<file path="src/rtl/mem_access_sequencer_if.sv">
// Bundle of arbiter grants, per-requester commands, memory port and completion signals
// shared by the memory access sequencer and whatever drives or observes it.
interface mem_access_sequencer_if #(
    parameter int AW = 8,
    parameter int DW = 8
);
    logic            grant1;
    logic            grant2;
    logic            grant3;
    logic [3*AW-1:0] req_addr;
    logic [3*DW-1:0] req_wdata;
    logic [2:0]      req_we;
    logic            mem_cs;
    logic            mem_we;
    logic [AW-1:0]   mem_addr;
    logic [DW-1:0]   mem_wdata;
    logic [DW-1:0]   mem_rdata;
    logic [2:0]      done;
    logic [DW-1:0]   rdata;
    logic            busy;
    logic            err;

    modport slave (
        input  grant1, grant2, grant3, req_addr, req_wdata, req_we, mem_rdata,
        output mem_cs, mem_we, mem_addr, mem_wdata, done, rdata, busy, err
    );

    modport master (
        output grant1, grant2, grant3, req_addr, req_wdata, req_we, mem_rdata,
        input  mem_cs, mem_we, mem_addr, mem_wdata, done, rdata, busy, err
    );
endinterface

</file>
<file path="src/rtl/mem_access_sequencer.sv">
// Serialises one-hot arbiter grants into single-port memory accesses, one in flight,
// returning a one-hot done pulse and read data to the served requester.
module mem_access_sequencer #(
    parameter int AW     = 8,
    parameter int DW     = 8,
    parameter int RD_LAT = 2
) (
    input  logic                  clk,
    input  logic                  reset,
    mem_access_sequencer_if.slave bus
);
    typedef enum logic [2:0] {
        IDLE  = 3'd0,
        ISSUE = 3'd1,
        WAIT  = 3'd2,
        RESP  = 3'd3,
        GAP   = 3'd4
    } state_t;

    localparam logic [3:0] WAIT_LOAD = 4'(RD_LAT - 1);

    function automatic logic grant_multi_hot(input logic [2:0] g);
        return (g & (g - 3'b001)) != 3'b000;
    endfunction

    state_t        state_q;
    logic [3:0]    cnt_q;
    logic [2:0]    idx_q;
    logic          mem_cs_q;
    logic          mem_we_q;
    logic [AW-1:0] mem_addr_q;
    logic [DW-1:0] mem_wdata_q;
    logic [2:0]    done_q;
    logic [DW-1:0] rdata_q;
    logic          busy_q;
    logic          err_q;

    logic [2:0]    grant_s;
    logic          multi_s;
    logic          one_hot_s;
    logic [AW-1:0] sel_addr_s;
    logic [DW-1:0] sel_wdata_s;
    logic          sel_we_s;

    assign grant_s   = {bus.grant3, bus.grant2, bus.grant1};
    assign multi_s   = grant_multi_hot(grant_s);
    assign one_hot_s = (grant_s != 3'b000) && !multi_s;

    // Route the command fields of the single granted requester.
    always_comb begin
        sel_addr_s  = {AW{1'b0}};
        sel_wdata_s = {DW{1'b0}};
        sel_we_s    = 1'b0;
        case (grant_s)
            3'b001: begin
                sel_addr_s  = bus.req_addr[AW-1:0];
                sel_wdata_s = bus.req_wdata[DW-1:0];
                sel_we_s    = bus.req_we[0];
            end
            3'b010: begin
                sel_addr_s  = bus.req_addr[2*AW-1:AW];
                sel_wdata_s = bus.req_wdata[2*DW-1:DW];
                sel_we_s    = bus.req_we[1];
            end
            3'b100: begin
                sel_addr_s  = bus.req_addr[3*AW-1:2*AW];
                sel_wdata_s = bus.req_wdata[3*DW-1:2*DW];
                sel_we_s    = bus.req_we[2];
            end
            default: begin
                sel_addr_s  = {AW{1'b0}};
                sel_wdata_s = {DW{1'b0}};
                sel_we_s    = 1'b0;
            end
        endcase
    end

    // Access FSM; every output is registered and strobes default low each cycle.
    always_ff @(posedge clk or negedge reset) begin
        if (!reset) begin
            state_q     <= IDLE;
            cnt_q       <= 4'd0;
            idx_q       <= 3'b000;
            mem_cs_q    <= 1'b0;
            mem_we_q    <= 1'b0;
            mem_addr_q  <= {AW{1'b0}};
            mem_wdata_q <= {DW{1'b0}};
            done_q      <= 3'b000;
            rdata_q     <= {DW{1'b0}};
            busy_q      <= 1'b0;
            err_q       <= 1'b0;
        end else begin
            mem_cs_q <= 1'b0;
            done_q   <= 3'b000;
            err_q    <= 1'b0;
            case (state_q)
                IDLE: begin
                    if (one_hot_s) begin
                        idx_q       <= grant_s;
                        mem_addr_q  <= sel_addr_s;
                        mem_wdata_q <= sel_wdata_s;
                        mem_we_q    <= sel_we_s;
                        mem_cs_q    <= 1'b1;
                        busy_q      <= 1'b1;
                        state_q     <= ISSUE;
                    end else if (multi_s) begin
                        err_q <= 1'b1;
                    end
                end
                ISSUE: begin
                    mem_we_q <= 1'b0;
                    if (mem_we_q) begin
                        done_q  <= idx_q;
                        state_q <= RESP;
                    end else begin
                        cnt_q   <= WAIT_LOAD;
                        state_q <= WAIT;
                    end
                end
                WAIT: begin
                    // Counter stops at zero: that cycle carries valid read data.
                    if (cnt_q == 4'd0) begin
                        rdata_q <= bus.mem_rdata;
                        done_q  <= idx_q;
                        state_q <= RESP;
                    end else begin
                        cnt_q <= cnt_q - 4'd1;
                    end
                end
                RESP: begin
                    state_q <= GAP;
                end
                GAP: begin
                    busy_q  <= 1'b0;
                    state_q <= IDLE;
                end
                default: begin
                    busy_q  <= 1'b0;
                    state_q <= IDLE;
                end
            endcase
        end
    end

    assign bus.mem_cs    = mem_cs_q;
    assign bus.mem_we    = mem_we_q;
    assign bus.mem_addr  = mem_addr_q;
    assign bus.mem_wdata = mem_wdata_q;
    assign bus.done      = done_q;
    assign bus.rdata     = rdata_q;
    assign bus.busy      = busy_q;
    assign bus.err       = err_q;
endmodule

</file>
<file path="src/flat_wrapper.sv">
// flat-port wrapper written by rule: the top's interface ports become plain ports
module mem_access_sequencer_flat 
#(
    parameter int AW     = 8,
    parameter int DW     = 8,
    parameter int RD_LAT = 2
)
  (clk, reset, bus_grant1, bus_grant2, bus_grant3, bus_req_addr, bus_req_wdata, bus_req_we, bus_mem_rdata, bus_mem_cs, bus_mem_we, bus_mem_addr, bus_mem_wdata, bus_done, bus_rdata, bus_busy, bus_err);
  mem_access_sequencer_if #(.AW(AW), .DW(DW)) bus_i ();
  input  logic clk;
  input  logic reset;
  input wire logic [$bits(bus_i.grant1)-1:0] bus_grant1;
  input wire logic [$bits(bus_i.grant2)-1:0] bus_grant2;
  input wire logic [$bits(bus_i.grant3)-1:0] bus_grant3;
  input wire logic [$bits(bus_i.req_addr)-1:0] bus_req_addr;
  input wire logic [$bits(bus_i.req_wdata)-1:0] bus_req_wdata;
  input wire logic [$bits(bus_i.req_we)-1:0] bus_req_we;
  input wire logic [$bits(bus_i.mem_rdata)-1:0] bus_mem_rdata;
  output wire logic [$bits(bus_i.mem_cs)-1:0] bus_mem_cs;
  output wire logic [$bits(bus_i.mem_we)-1:0] bus_mem_we;
  output wire logic [$bits(bus_i.mem_addr)-1:0] bus_mem_addr;
  output wire logic [$bits(bus_i.mem_wdata)-1:0] bus_mem_wdata;
  output wire logic [$bits(bus_i.done)-1:0] bus_done;
  output wire logic [$bits(bus_i.rdata)-1:0] bus_rdata;
  output wire logic [$bits(bus_i.busy)-1:0] bus_busy;
  output wire logic [$bits(bus_i.err)-1:0] bus_err;
  assign bus_i.grant1 = bus_grant1;
  assign bus_i.grant2 = bus_grant2;
  assign bus_i.grant3 = bus_grant3;
  assign bus_i.req_addr = bus_req_addr;
  assign bus_i.req_wdata = bus_req_wdata;
  assign bus_i.req_we = bus_req_we;
  assign bus_i.mem_rdata = bus_mem_rdata;
  assign bus_mem_cs = bus_i.mem_cs;
  assign bus_mem_we = bus_i.mem_we;
  assign bus_mem_addr = bus_i.mem_addr;
  assign bus_mem_wdata = bus_i.mem_wdata;
  assign bus_done = bus_i.done;
  assign bus_rdata = bus_i.rdata;
  assign bus_busy = bus_i.busy;
  assign bus_err = bus_i.err;
  mem_access_sequencer #(.AW(AW), .DW(DW), .RD_LAT(RD_LAT)) u_core (.clk(clk), .reset(reset), .bus(bus_i));
endmodule
</file>
<file path="config.mk">
export PLATFORM = sky130hd
export DESIGN_NAME = mem_access_sequencer_flat
export DESIGN_NICKNAME = d
export VERILOG_FILES = /design/src/rtl/mem_access_sequencer_if.sv /design/src/rtl/mem_access_sequencer.sv /design/src/flat_wrapper.sv
export SDC_FILE = /design/constraint.sdc
export NUM_CORES = 1
export LEC_CHECK = 0
export BUFFER_PORTS_ARGS = -buffer_cell sky130_fd_sc_hd__buf_2
export CAP_MARGIN = 15
export CORE_MARGIN = 1.5
export CORE_UTILIZATION = 30
export CTS_CLUSTER_SIZE = 14
export DETAILED_ROUTE_END_ITERATION = 8
export GPL_ROUTABILITY_DRIVEN = 0
export GPL_TIMING_DRIVEN = 0
export SYNTH_ARGS = -nofsm -noshare
export SYNTH_HDL_FRONTEND = slang
export SYNTH_SLANG_ARGS = --single-unit
</file>
<file path="constraint.sdc">
create_clock -name clk -period 4.41 [get_ports clk]
set_input_delay 0.2205 -clock clk [delete_from_list [all_inputs] [get_ports clk]]
set_output_delay 0.2205 -clock clk [all_outputs]
set_load 0.01 [all_outputs]
</file>
* Word level (Yosys, flattened, before mapping)
Cells that the tools add are included.
** Cells by class
- Bitwise logic cells :: 2
- Reductions and logical operators :: 15
- Muxes and demuxes :: 22
- $add $sub $neg :: 2
- Equal/unequal tests :: 10
** Operators with widths (count)
- $pmux 8 s3 :: 2
- $mux 3 :: 4
- $pmux 3 s4 :: 1
- $reduce_and 2->1 :: 5
- $eq 3x2->1 const B :: 3
- $mux 1 :: 8
- $mux 4 :: 2
- $pmux 4 s2 :: 1
- $eq 3x1->1 const B :: 2
- $pmux 3 s2 :: 1
- $reduce_bool 3->1 :: 2
- $logic_not 4->1 :: 1
- $ne 2x1->1 const B :: 2
- $ne 2x2->1 const B :: 2
- $pmux 1 s2 :: 2
- $reduce_bool 2->1 :: 2
- $sub 4x1->4 const B :: 1
- $and 3x3->3 :: 1
- $eq 3x3->1 const B :: 1
- $logic_not 3->1 :: 1
- $pmux 1 s3 :: 1
- $reduce_and 3->1 :: 1
- $reduce_or 3->1 :: 1
- $sub 3x1->3 const B :: 1
- 3 further kinds :: 3
** Storage, ports and cells
- Bits in registers :: 41
- Input bits :: 64
- Output and inout port bits :: 31
- Word-level logic and storage cells :: 62

* Logic depth before layout (Yosys ltp)
Gate-level depths: netlist of the first run.
- Word-level depth :: 7
- Mapped depth :: 7
- Depth with buffers taken out :: 6

* Worst setup path after synthesis of the first run
OpenSTA, ideal clock, no wires.
- Path kind :: reg-to-reg
- Start point :: register u_core.cnt_q[0]
- End point :: register u_core.rdata_q[0], in the netlist u_core.bus.rdata[0]
- Cell stages (with the launch flop) :: 7
- Arrival :: 1.360 ns
- Path buffers :: 1
- Required time :: 4.285 ns
- Path slack :: 2.925 ns
- Library setup time :: 0.125 ns
- Cells stage by stage :: dfrtp_1 > inv_1 > ha_1 > nor3b_2 > nand3_1 > buf_2 > mux2_2
** Between the ends
- Cells in the longest elaborated chain, start to end :: 2
** Ends and longest elaborated chain
- from (decl) :: line mem_access_sequencer.sv:27 : logic [3:0] cnt_q;
- from (signal assigned) :: line mem_access_sequencer.sv:127 : cnt_q <= cnt_q - 4'd1;
- $logic_not 4->1 :: line mem_access_sequencer.sv:122 : if (cnt_q == 4'd0) begin
- $reduce_and 2->1 (no source line)
- to (signal assigned) :: line mem_access_sequencer.sv:89 : rdata_q <= {DW{1'b0}};
- to (signal assigned) :: line mem_access_sequencer.sv:123 : rdata_q <= bus.mem_rdata;
- to (decl) :: line mem_access_sequencer.sv:34 : logic [DW-1:0] rdata_q;
Every way passes these cells.
A chain may end at the register's enable or synchronous reset.

* Final worst setup path of the first run
- Start point :: register u_core.cnt_q[0]
- End point :: register u_core.rdata_q[7], in the netlist u_core.bus.rdata[7]
Same word-level chain as after synthesis.

==> flow_summary.ini, run 1 <==
[clocking]
cts_setup_buffers = 0
cts_made_buffers = 5
cts.path.max_buffers = 2
htreeDepth = 2
cts_root_buf = clkbuf_8
clkTransAtPathRegs_ps = 90
holdBufCountCts = 0
cts_sinks = 41
ctsResizeCount = 0
cts_tree = yes
clock_latency_ps = 300

[final_layout]
fin_cells = 396
fin_nets = 365
area_growth_syn_to_layout_pct = 33.4
diodes = 0
drive_gt1_share_pct = 44.7

[detailed_routing]
detail_route.iter0.violations = 91
vias_per_cell = 4.75
routed_wl_mm = 5.13
drc = 0
wl_per_cell_um = 13.0
antenna_left = 0
num_vias = 1882
dr.pass1.iters = 4

[setup_path]
critPathBufInv = 2
crit_path_end_kind = flop
cp_cell_sequence = inv_1 > ha_1 > nor3b_2 > nand3_1 > buf_2 > mux2_2
critPathKind = flop to flop
crit_fanout = 10
rrSetupSlack_ps = 2710
worst_setup_path_start_kind = flop
crit_family = simple AND/OR/NAND/NOR gates
slowest_delay_ps = 400
slowest_stage = dfrtp_1
worstPathRequired_ps = 4590
cp.arrival_ps = 1880

[synthesis]
postSynthAreaPerCell_sq_um = 10.6
netlist_area_sq_um = 2130
synth-simple-area-share_pct = 13.7
syn_nets = 267
synth_compound_area_share_pct = 26.2
synth_edf_count = 0
ys_warn_count = 0
synth_top_area_share_pct = 48.1
synthAdderAreaFrac_pct = 1.17
yosysTopAreaCell = dfrtp_1
syn_inst = 201
yosysMostFrequentCell = dfrtp_1
synth_cell_types = 42
synth-xor-area-share_pct = 0.411
netlist_top_cells_count = dfrtp_1 (41), nand2_1 (24), o21ai_1 (17), a22oi_1 (16), a2bb2oi_1 (16)
seq_area_frac_synth_pct = 48.1
muxShareOfSynthArea_pct = 4.22
synth_top_family_by_area = compound AO/OA/AOI/OAI gates
synth_ff_type = dfrtp_1
synth-seq-cells = 41
async_flop_share_pct = 100
netlist_top_cells_area = dfrtp_1 (48%), a2bb2oi_1 (6.6%), a22oi_1 (5.6%), mux2_2 (4.2%), nand2_1 (4.2%)

[power_and_ir_drop]
power_density_nw_per_um2 = 590
internal_power_mw = 1.08
power_frac_comb_pct = 41.2
power.net_switching_mw = 0.599
seqPwrFrac_pct = 37.1
switching_share_pct = 35.7
finalPower_mw = 1.68
clkPwrFrac_pct = 21.8
cellLeakagePower_nw = 1.39
ir_drop_mv = 0.178

[floorplan]
die_area_sq_um = 7630
ios = 95
placementRows = 30
fp.dieW_um = 87.3
start_util_pct = 31.2
die_h_um = 87.3
core_area_sq_um = 6830

[sta]
setup_viol = 0
maxSlewViolCount = 0
grt_setup_unrepaired = false
min_period_ps = 1700
slew_headroom_pct = 39.5
finalCritPeriodShare_pct = 38.5
finalHoldViolCount = 0
fmax_mhz = 588
worst_pin_slew_ps = 908
skew_ps = 10.6
tns_ps = 0

[global_route]
antenna_found_initial = 0
grt_usage_pct = 14.3
grt_pass1_wl_mm = 8.48
grt_pass1_vias = 1849
grt_overflow = 0
grt_max_degree = 42

[place]
port_buffers = 91
place_inst = 388
hpwl_mm = 3.98

[run]
cap_violations = 0

[status]
status = complete, no violations

[worst_hold_path]
holdCritPathClass = primary input to async pin
[worst paths after layout]
kind                                                     start                                  end  depth (start not counted)
setup / recovery                   u_core.cnt_q[0]$_DFFE_PN0P_      u_core.bus.rdata[7]$_DFFE_PN0P_                          6
hold / removal                                           reset             u_core.bus.err$_DFF_PN0_                          1
setup reg to reg                   u_core.cnt_q[0]$_DFFE_PN0P_      u_core.bus.rdata[7]$_DFFE_PN0P_                          6
hold reg to reg            u_core.bus.mem_wdata[4]$_DFFE_PN0P_  u_core.bus.mem_wdata[4]$_DFFE_PN0P_                          2
max in group asynchronous                                reset          u_core.cnt_q[0]$_DFFE_PN0P_                          1
min in group clk                              bus_mem_rdata[0]      u_core.bus.rdata[0]$_DFFE_PN0P_                          2
[state kept, by name, indices dropped and copies added, names as in the netlist]
signal	count
u_core.bus.err	1
u_core.bus.mem_cs	1
u_core.cnt_q	4
u_core.bus.mem_we	1
u_core.state_q	3
u_core.bus.mem_addr	8
u_core.bus.rdata	8
u_core.bus.busy	1
u_core.bus.done	3
u_core.bus.mem_wdata	8
u_core.idx_q	3
[final cells by class]
cell class                 instances  area, sq um
timing repair buffer              91          455
multi-input combinational        139          973
tap                               96          120
fill                             717         3990
inverter                           4         15.0
clock inverter                     3         68.8
sequential                        41         1030
buffer                            17          119
clock buffer                       5         68.8
[metal layers]
layer	GRT usage [%]	vias to the layer above	wire length, um
met5	0	-	0
met1	18.1	873	2260
met4	5.48	0	76
met2	23.1	65	2440
li1	-	937	-
met3	3.89	7	352
[worst register-to-register path, stage by stage (launching register included)]
cell and delay, ps:
dfrtp_1 400, inv_1 110, ha_1 150, nor3b_2 290
nand3_1 130, buf_2 220, mux2_2 300
[power groups by stage]
stage	clock network, mW	registers [mW]	logic [mW]
global placement	0	0.626	0.692
global route	0.391	0.644	0.781
detailed placement	0	0.629	0.704
finish	0.366	0.622	0.691
CTS	0.376	0.624	0.702
floorplan	0	0.679	0.406
[cell usage in the layout, fill, tap and decap left out, drive strengths merged, types with 2 or more instances in the layout]
master	netlist	layout
a21o	2	2
a21oi	6	6
a22oi	17	17
a2bb2oi	16	16
a31oi	2	2
and2	2	2
buf	15	106
bufinv	0	2
clkbuf	2	7
dfrtp	41	41
ha	2	2
inv	4	5
mux2	8	8
nand2	24	24
nand3b	2	2
nor2	4	4
nor2b	5	5
nor3	5	5
nor3b	4	4
o21ai	22	22
o311ai	2	2
o31ai	4	4
[per-stage QoR]
step	worst slack [ps]	area (sq um)	util, %	hold slack [ps]
2_1_floorplan	2920	2130	-	-75.1
3_3_place_gp	2740	2710	39.7	416
3_5_place_dp	2740	2710	39.7	421
4_1_cts	2730	2850	41.7	82.8
5_1_grt	2560	2850	41.7	142
6_report	2710	2850	41.7	46.7
[cell families after synthesis]
group | count (synthesis)
fa+ha+maj | 2
flops | 41
compound gates | 76
xor+xnor | 1
simple gates | 52
mux | 8
buf+inv | 21
Power figures use the tool's default switching activity.
==> inputs of run 2 (changes only) <==
Settings changed: ABC_AREA set to 1.
Clock period 4.41 ns to 1.6 ns, I/O delays scaled along.
==> run 2 against run 1 <==
- power grew 150%
- wire length grew 0.39%
- highest routed layer unchanged
- register-to-register slack lost 2500 ps
- flip-flop and latch count is the same
- first-iteration DRC count is the same
- hold slack lost 29 ps
- synthesized cell count grew 33%
- sequential power grew to 2.6 times the previous value
- clock-buffer cell count grew 1
==> flow_summary.ini, run 2 <==
[floorplan]
ios = 95
die_area_sq_um = 7420
start_util_pct = 30.9
fp.dieW_um = 86.1
die_h_um = 86.1
placementRows = 30
core_area_sq_um = 6720

[synthesis]
netlist_top_cells_count = nand2_1 (140), dfrtp_1 (41), nand3_1 (32), inv_1 (11), nor2_1 (11)
netlist_area_sq_um = 2070
yosysMostFrequentCell = nand2_1
synth_edf_count = 0
syn_inst = 268
syn_nets = 334
synth_cell_types = 21
netlist_top_cells_area = dfrtp_1 (49%), nand2_1 (25%), nand3_1 (7.7%), buf_6 (2.2%), inv_1 (2.0%)
yosysTopAreaCell = dfrtp_1
seq_area_frac_synth_pct = 49.5
ys_warn_count = 0
postSynthAreaPerCell_sq_um = 7.74
synth-seq-cells = 41
async_flop_share_pct = 100
synth_top_area_share_pct = 49.5
synth_ff_type = dfrtp_1

[power_and_ir_drop]
finalPower_mw = 4.12
cellLeakagePower_nw = 1.59
ir_drop_mv = 0.382
power_density_nw_per_um2 = 1480

[setup_path]
worst_setup_path_start_kind = flop
timing.critical_path.mode_cell = nand2_1
reg2regPathDepth = 8
crit_fanout = 10
r2r_end = u_core.cnt_q[0]$_DFFE_PN0P_
slowest_delay_ps = 360
crit_path_end_kind = flop
rrSetupSlack_ps = 170
cp.arrival_ps = 1600
worstPathRequired_ps = 1770
slowest_stage = dfrtp_1
critPathKind = flop to flop
reg2reg_from = u_core.cnt_q[0]$_DFFE_PN0P_
cp_cell_sequence = inv_2 > ha_1 > nand2_1 > nor2_4 > nand2_2 > nand3_2 > nand2_1 > o21ai_0

[sta]
skew_ps = 7.66
slew_headroom_pct = 39.1
finalHoldViolCount = 0
setup_viol = 0
grt_setup_unrepaired = false
finalCritPeriodShare_pct = 89.6
min_period_ps = 1430
fmax_mhz = 698
worst_slack_ps = 167
maxSlewViolCount = 0
worst_pin_slew_ps = 914

[clocking]
cts_made_buffers = 5
clock_latency_ps = 290
htreeDepth = 2
cts_sinks = 41
cts_tree = yes
clkTransAtPathRegs_ps = 80
cts.path.max_buffers = 2
cts_root_buf = clkbuf_8

[detailed_routing]
dr.pass1.iters = 4
routed_wl_mm = 5.15
wl_per_cell_um = 11.4
antenna_left = 0
drc = 0
vias_per_cell = 4.42
detail_route.iter0.violations = 91
num_vias = 1998

[final_layout]
final_cell_mix = nand2_1 (140), buf_2 (95), dfrtp_1 (41)
drive_gt1_share_pct = 33.9
final_common_cell = nand2_1
fin_nets = 437
fillers = 713
utilization_pct = 41.4
diodes = 0
finish.instance_area_sq_um = 2780
area_growth_syn_to_layout_pct = 34.2

[worst_hold_path]
hold_path_depth = 3
hold_path.startpoint = bus_mem_rdata[5]
hold_end = u_core.bus.rdata[5]$_DFFE_PN0P_
holdCritPathClass = primary input to flop

[place]
hpwl_mm = 3.86
placed_cell_area_sq_um = 2640
port_buffers = 94
pre_cts_ws_ps = -12.5

[status]
status = complete, no violations

[global_route]
grt_pass1_wl_mm = 8.78
grt_pass1_vias = 1893
grt_overflow = 0
grt_max_degree = 42
antenna_found_initial = 0
grt_usage_pct = 15.0

[run]
cap_violations = 0
## run 2: cell type report
| cell class | count | area [sq um] | share of cell area, % |
|---|---|---|---|
| clock buffer | 6 | 82.6 | 2.97 |
| timing repair buffer | 96 | 488 | 17.5 |
| multi-input combinational | 205 | 916 | 32.9 |
| inverter | 15 | 58.8 | 2.11 |
| buffer | 7 | 72.6 | 2.61 |
| tap | 80 | 100 | 3.60 |
| sequential | 41 | 1030 | 36.9 |
| clock inverter | 2 | 37.5 | 1.35 |
## run 2: worst max-delay path, delay by kind of cell (launching register included)
family	cells	cell delay [ps]
DFF	1	360
adders and majority gates	1	200
AOI/OAI and AO/OA	1	80
and+or+nand+nor	5	600
buffers and inverters	1	70
## run 2: report_power, final
part / switching (mW) / internal (mW) / total [mW]
logic: 1.01 / 0.656 / 1.67
clock network: 0.360 / 0.507 / 0.867
registers: 0.192 / 1.40 / 1.59
## run 2: through the flow
step,cells,TNS [ps],hold slack (ps)
after floorplan,268,0,-216
after detailed placement,442,-20.9,282
after CTS,452,0,17.1
final,452,0,17.3
after global placement,442,0,271
after global routing,452,0,6.13
## run 2: kinds of logic after synthesis
| family | Yosys count | synth area share [%] |
|---|---|---|
| AND/OR/NAND/NOR | 195 | 41.0 |
| flip-flops | 41 | 49.5 |
| buffers and inverters | 22 | 6.34 |
| AO/OA/AOI/OAI | 8 | 1.93 |
| adder cells (fa/ha/maj) | 2 | 1.21 |
## run 2: worst max path at each step
| stage | startpoint | cells after the start | to |
|---|---|---|---|
| 2_1_floorplan | u_core.cnt_q[0]$_DFFE_PN0P_ | 7 | u_core.cnt_q[0]$_DFFE_PN0P_ |
| 3_3_place_gp | u_core.cnt_q[0]$_DFFE_PN0P_ | 7 | u_core.bus.done[2]$_DFF_PN0_ |
| 3_5_place_dp | u_core.cnt_q[0]$_DFFE_PN0P_ | 7 | u_core.cnt_q[0]$_DFFE_PN0P_ |
| 4_1_cts | u_core.cnt_q[0]$_DFFE_PN0P_ | 7 | u_core.cnt_q[0]$_DFFE_PN0P_ |
| 5_1_grt | u_core.state_q[1]$_DFFE_PN0P_ | 8 | u_core.bus.mem_addr[4]$_DFFE_PN0P_ |
| 6_report | u_core.cnt_q[0]$_DFFE_PN0P_ | 8 | u_core.cnt_q[0]$_DFFE_PN0P_ |
## run 2: timing repair
action                     4_1_cts  5_1_grt
hold endpoints to repair        41        0
pin swaps                        1        0
gates resized for setup          0        1
setup endpoints to repair        7        6
cloned                           0        0
hold buffers                     1        0
setup buffers                    1        0
## run 2: per-layer routing
metal  part of all wire (%)  GRT usage [%]
met5                      0              0
met1                     45           18.7
met2                     49           26.4
met3                    5.4           3.75
met4                   0.56           3.08
==> inputs of run 3 (changes only) <==
Settings changed: REMOVE_ABC_BUFFERS set to 1.
==> run 3 against run 2 <==
- power is 3.1% lower
- sequential power is essentially flat
- clock power down 24%
- worst setup slack got worse by 11 ps
- critical path type unchanged
- largest power group unchanged
==> flow_summary.ini, run 3 (synthesis gave the netlist of run 2 again) <==
[detailed_routing]
detail_route.iter0.violations = 80
antenna_left = 0
drc = 0
routed_wl_mm = 5.24
dr.pass1.iters = 4
vias_per_cell = 4.42
wl_per_cell_um = 11.7
num_vias = 1984

[place]
placed_cell_area_sq_um = 2570
hpwl_mm = 3.60
port_buffers = 94
place_inst = 435

[final_layout]
diodes = 0
area_growth_syn_to_layout_pct = 32.5
finish.instance_area_sq_um = 2750
utilization_pct = 40.9
drive_gt1_share_pct = 33.9
fin_nets = 434
fin_cells = 449
final_cell_mix = nand2_1 (140), buf_2 (94), dfrtp_1 (41)
final_common_cell = nand2_1

[global_route]
grt_overflow = 0
grt_usage_pct = 14.5
met2_usage_pct = 24.5
met3_usage_pct = 4.23
grt_use_met1_pct = 18.6
grt_max_degree = 42
antenna_found_initial = 0
grt_pass1_vias = 1820
grt_pass1_wl_mm = 8.45
grt.busiest_layer = met2

[floorplan]
placementRows = 30
die_area_sq_um = 7420
die_h_um = 86.1
ios = 95
start_util_pct = 30.9
fp.dieW_um = 86.1
core_area_sq_um = 6720

[sta]
maxSlewViolCount = 0
fmax_mhz = 692
finalCritPeriodShare_pct = 90.3
timing.hold.ws_ps = 20.7
slew_headroom_pct = 39.5
worst_pin_slew_ps = 908
skew_ps = 8.34
grt_setup_unrepaired = false
finalHoldViolCount = 0
setup_viol = 0
min_period_ps = 1440

[setup_path]
worst_setup_path_start_kind = flop
crit_path_end_kind = flop
critPathKind = flop to flop
cp.arrival_ps = 1670
worstPathRequired_ps = 1820
rrSetupSlack_ps = 160
crit_fanout = 11

[power_and_ir_drop]
cellLeakagePower_nw = 1.56
ir_drop_mv = 0.362
power_density_nw_per_um2 = 1450

[clocking]
htreeDepth = 2
cts_tree = yes
cts.path.max_buffers = 2
cts_root_buf = clkbuf_8
clkTransAtPathRegs_ps = 80
cts_sinks = 41
clock_latency_ps = 290
cts_made_buffers = 5

[status]
status = complete, no violations

[run]
cap_violations = 0

[worst_hold_path]
holdCritPathClass = primary input to flop
## run 3: through the flow
stage | setup slack, ps | power (mW) | setup TNS [ps]
finish | 156 | 4.00 | 0
global route | 1.32 | 4.38 | 0
CTS | 0.942 | 3.92 | 0
detailed placement | -247 | 3.19 | -2380
global placement | -235 | 3.14 | -2210
floorplan | 186 | 2.57 | 0
## run 3: area by class of cell
cell class,instances,area [sq um]
clock buffer,5,68.8
clock inverter,3,17.5
fill,719,3970
inverter,15,61.3
multi-input combinational,206,951
sequential,41,1030
tap,80,100
timing repair buffer,99,523
## run 3: timing repair
action	CTS	global route
cloned	0	1
endpoints found under the hold margin	41	0
buffers inserted	1	3
pin swaps	1	1
resized for setup	3	5
setup endpoints to repair	32	24
hold buffers	1	0
## run 3: per-layer routing
metal,wire length [um],share of wire [%]
met3,346,6.6
met5,0,0
met4,21,0.40
met1,2380,45
met2,2500,48
## run 3: final timing paths
path,endpoint,depth (start not counted),startpoint
max,u_core.bus.done[0]$_DFF_PN0_,6,u_core.state_q[2]$_DFFE_PN0P_
min,u_core.bus.rdata[7]$_DFFE_PN0P_,3,bus_mem_rdata[7]
max reg2reg,u_core.bus.done[0]$_DFF_PN0_,6,u_core.state_q[2]$_DFFE_PN0P_
max in group asynchronous,u_core.bus.mem_wdata[0]$_DFFE_PN0P_,2,reset
min reg2reg,u_core.bus.rdata[5]$_DFFE_PN0P_,2,u_core.bus.rdata[5]$_DFFE_PN0P_
min in group asynchronous,u_core.bus.rdata[4]$_DFFE_PN0P_,2,reset
## run 3: power by group
group	switching, mW	total [mW]	internal [mW]
Sequential	0.199	1.59	1.40
Combinational	1.07	1.74	0.675
Clock	0.359	0.660	0.301
Total	1.63	4.00	2.37
## run 3: critical path: stages, from the launching register on
cell and delay, ps:
dfrtp_1 410, inv_1 80, nand2_1 100, nor2_4 250
nand2_2 220, and2_1 230, nor2_1 90
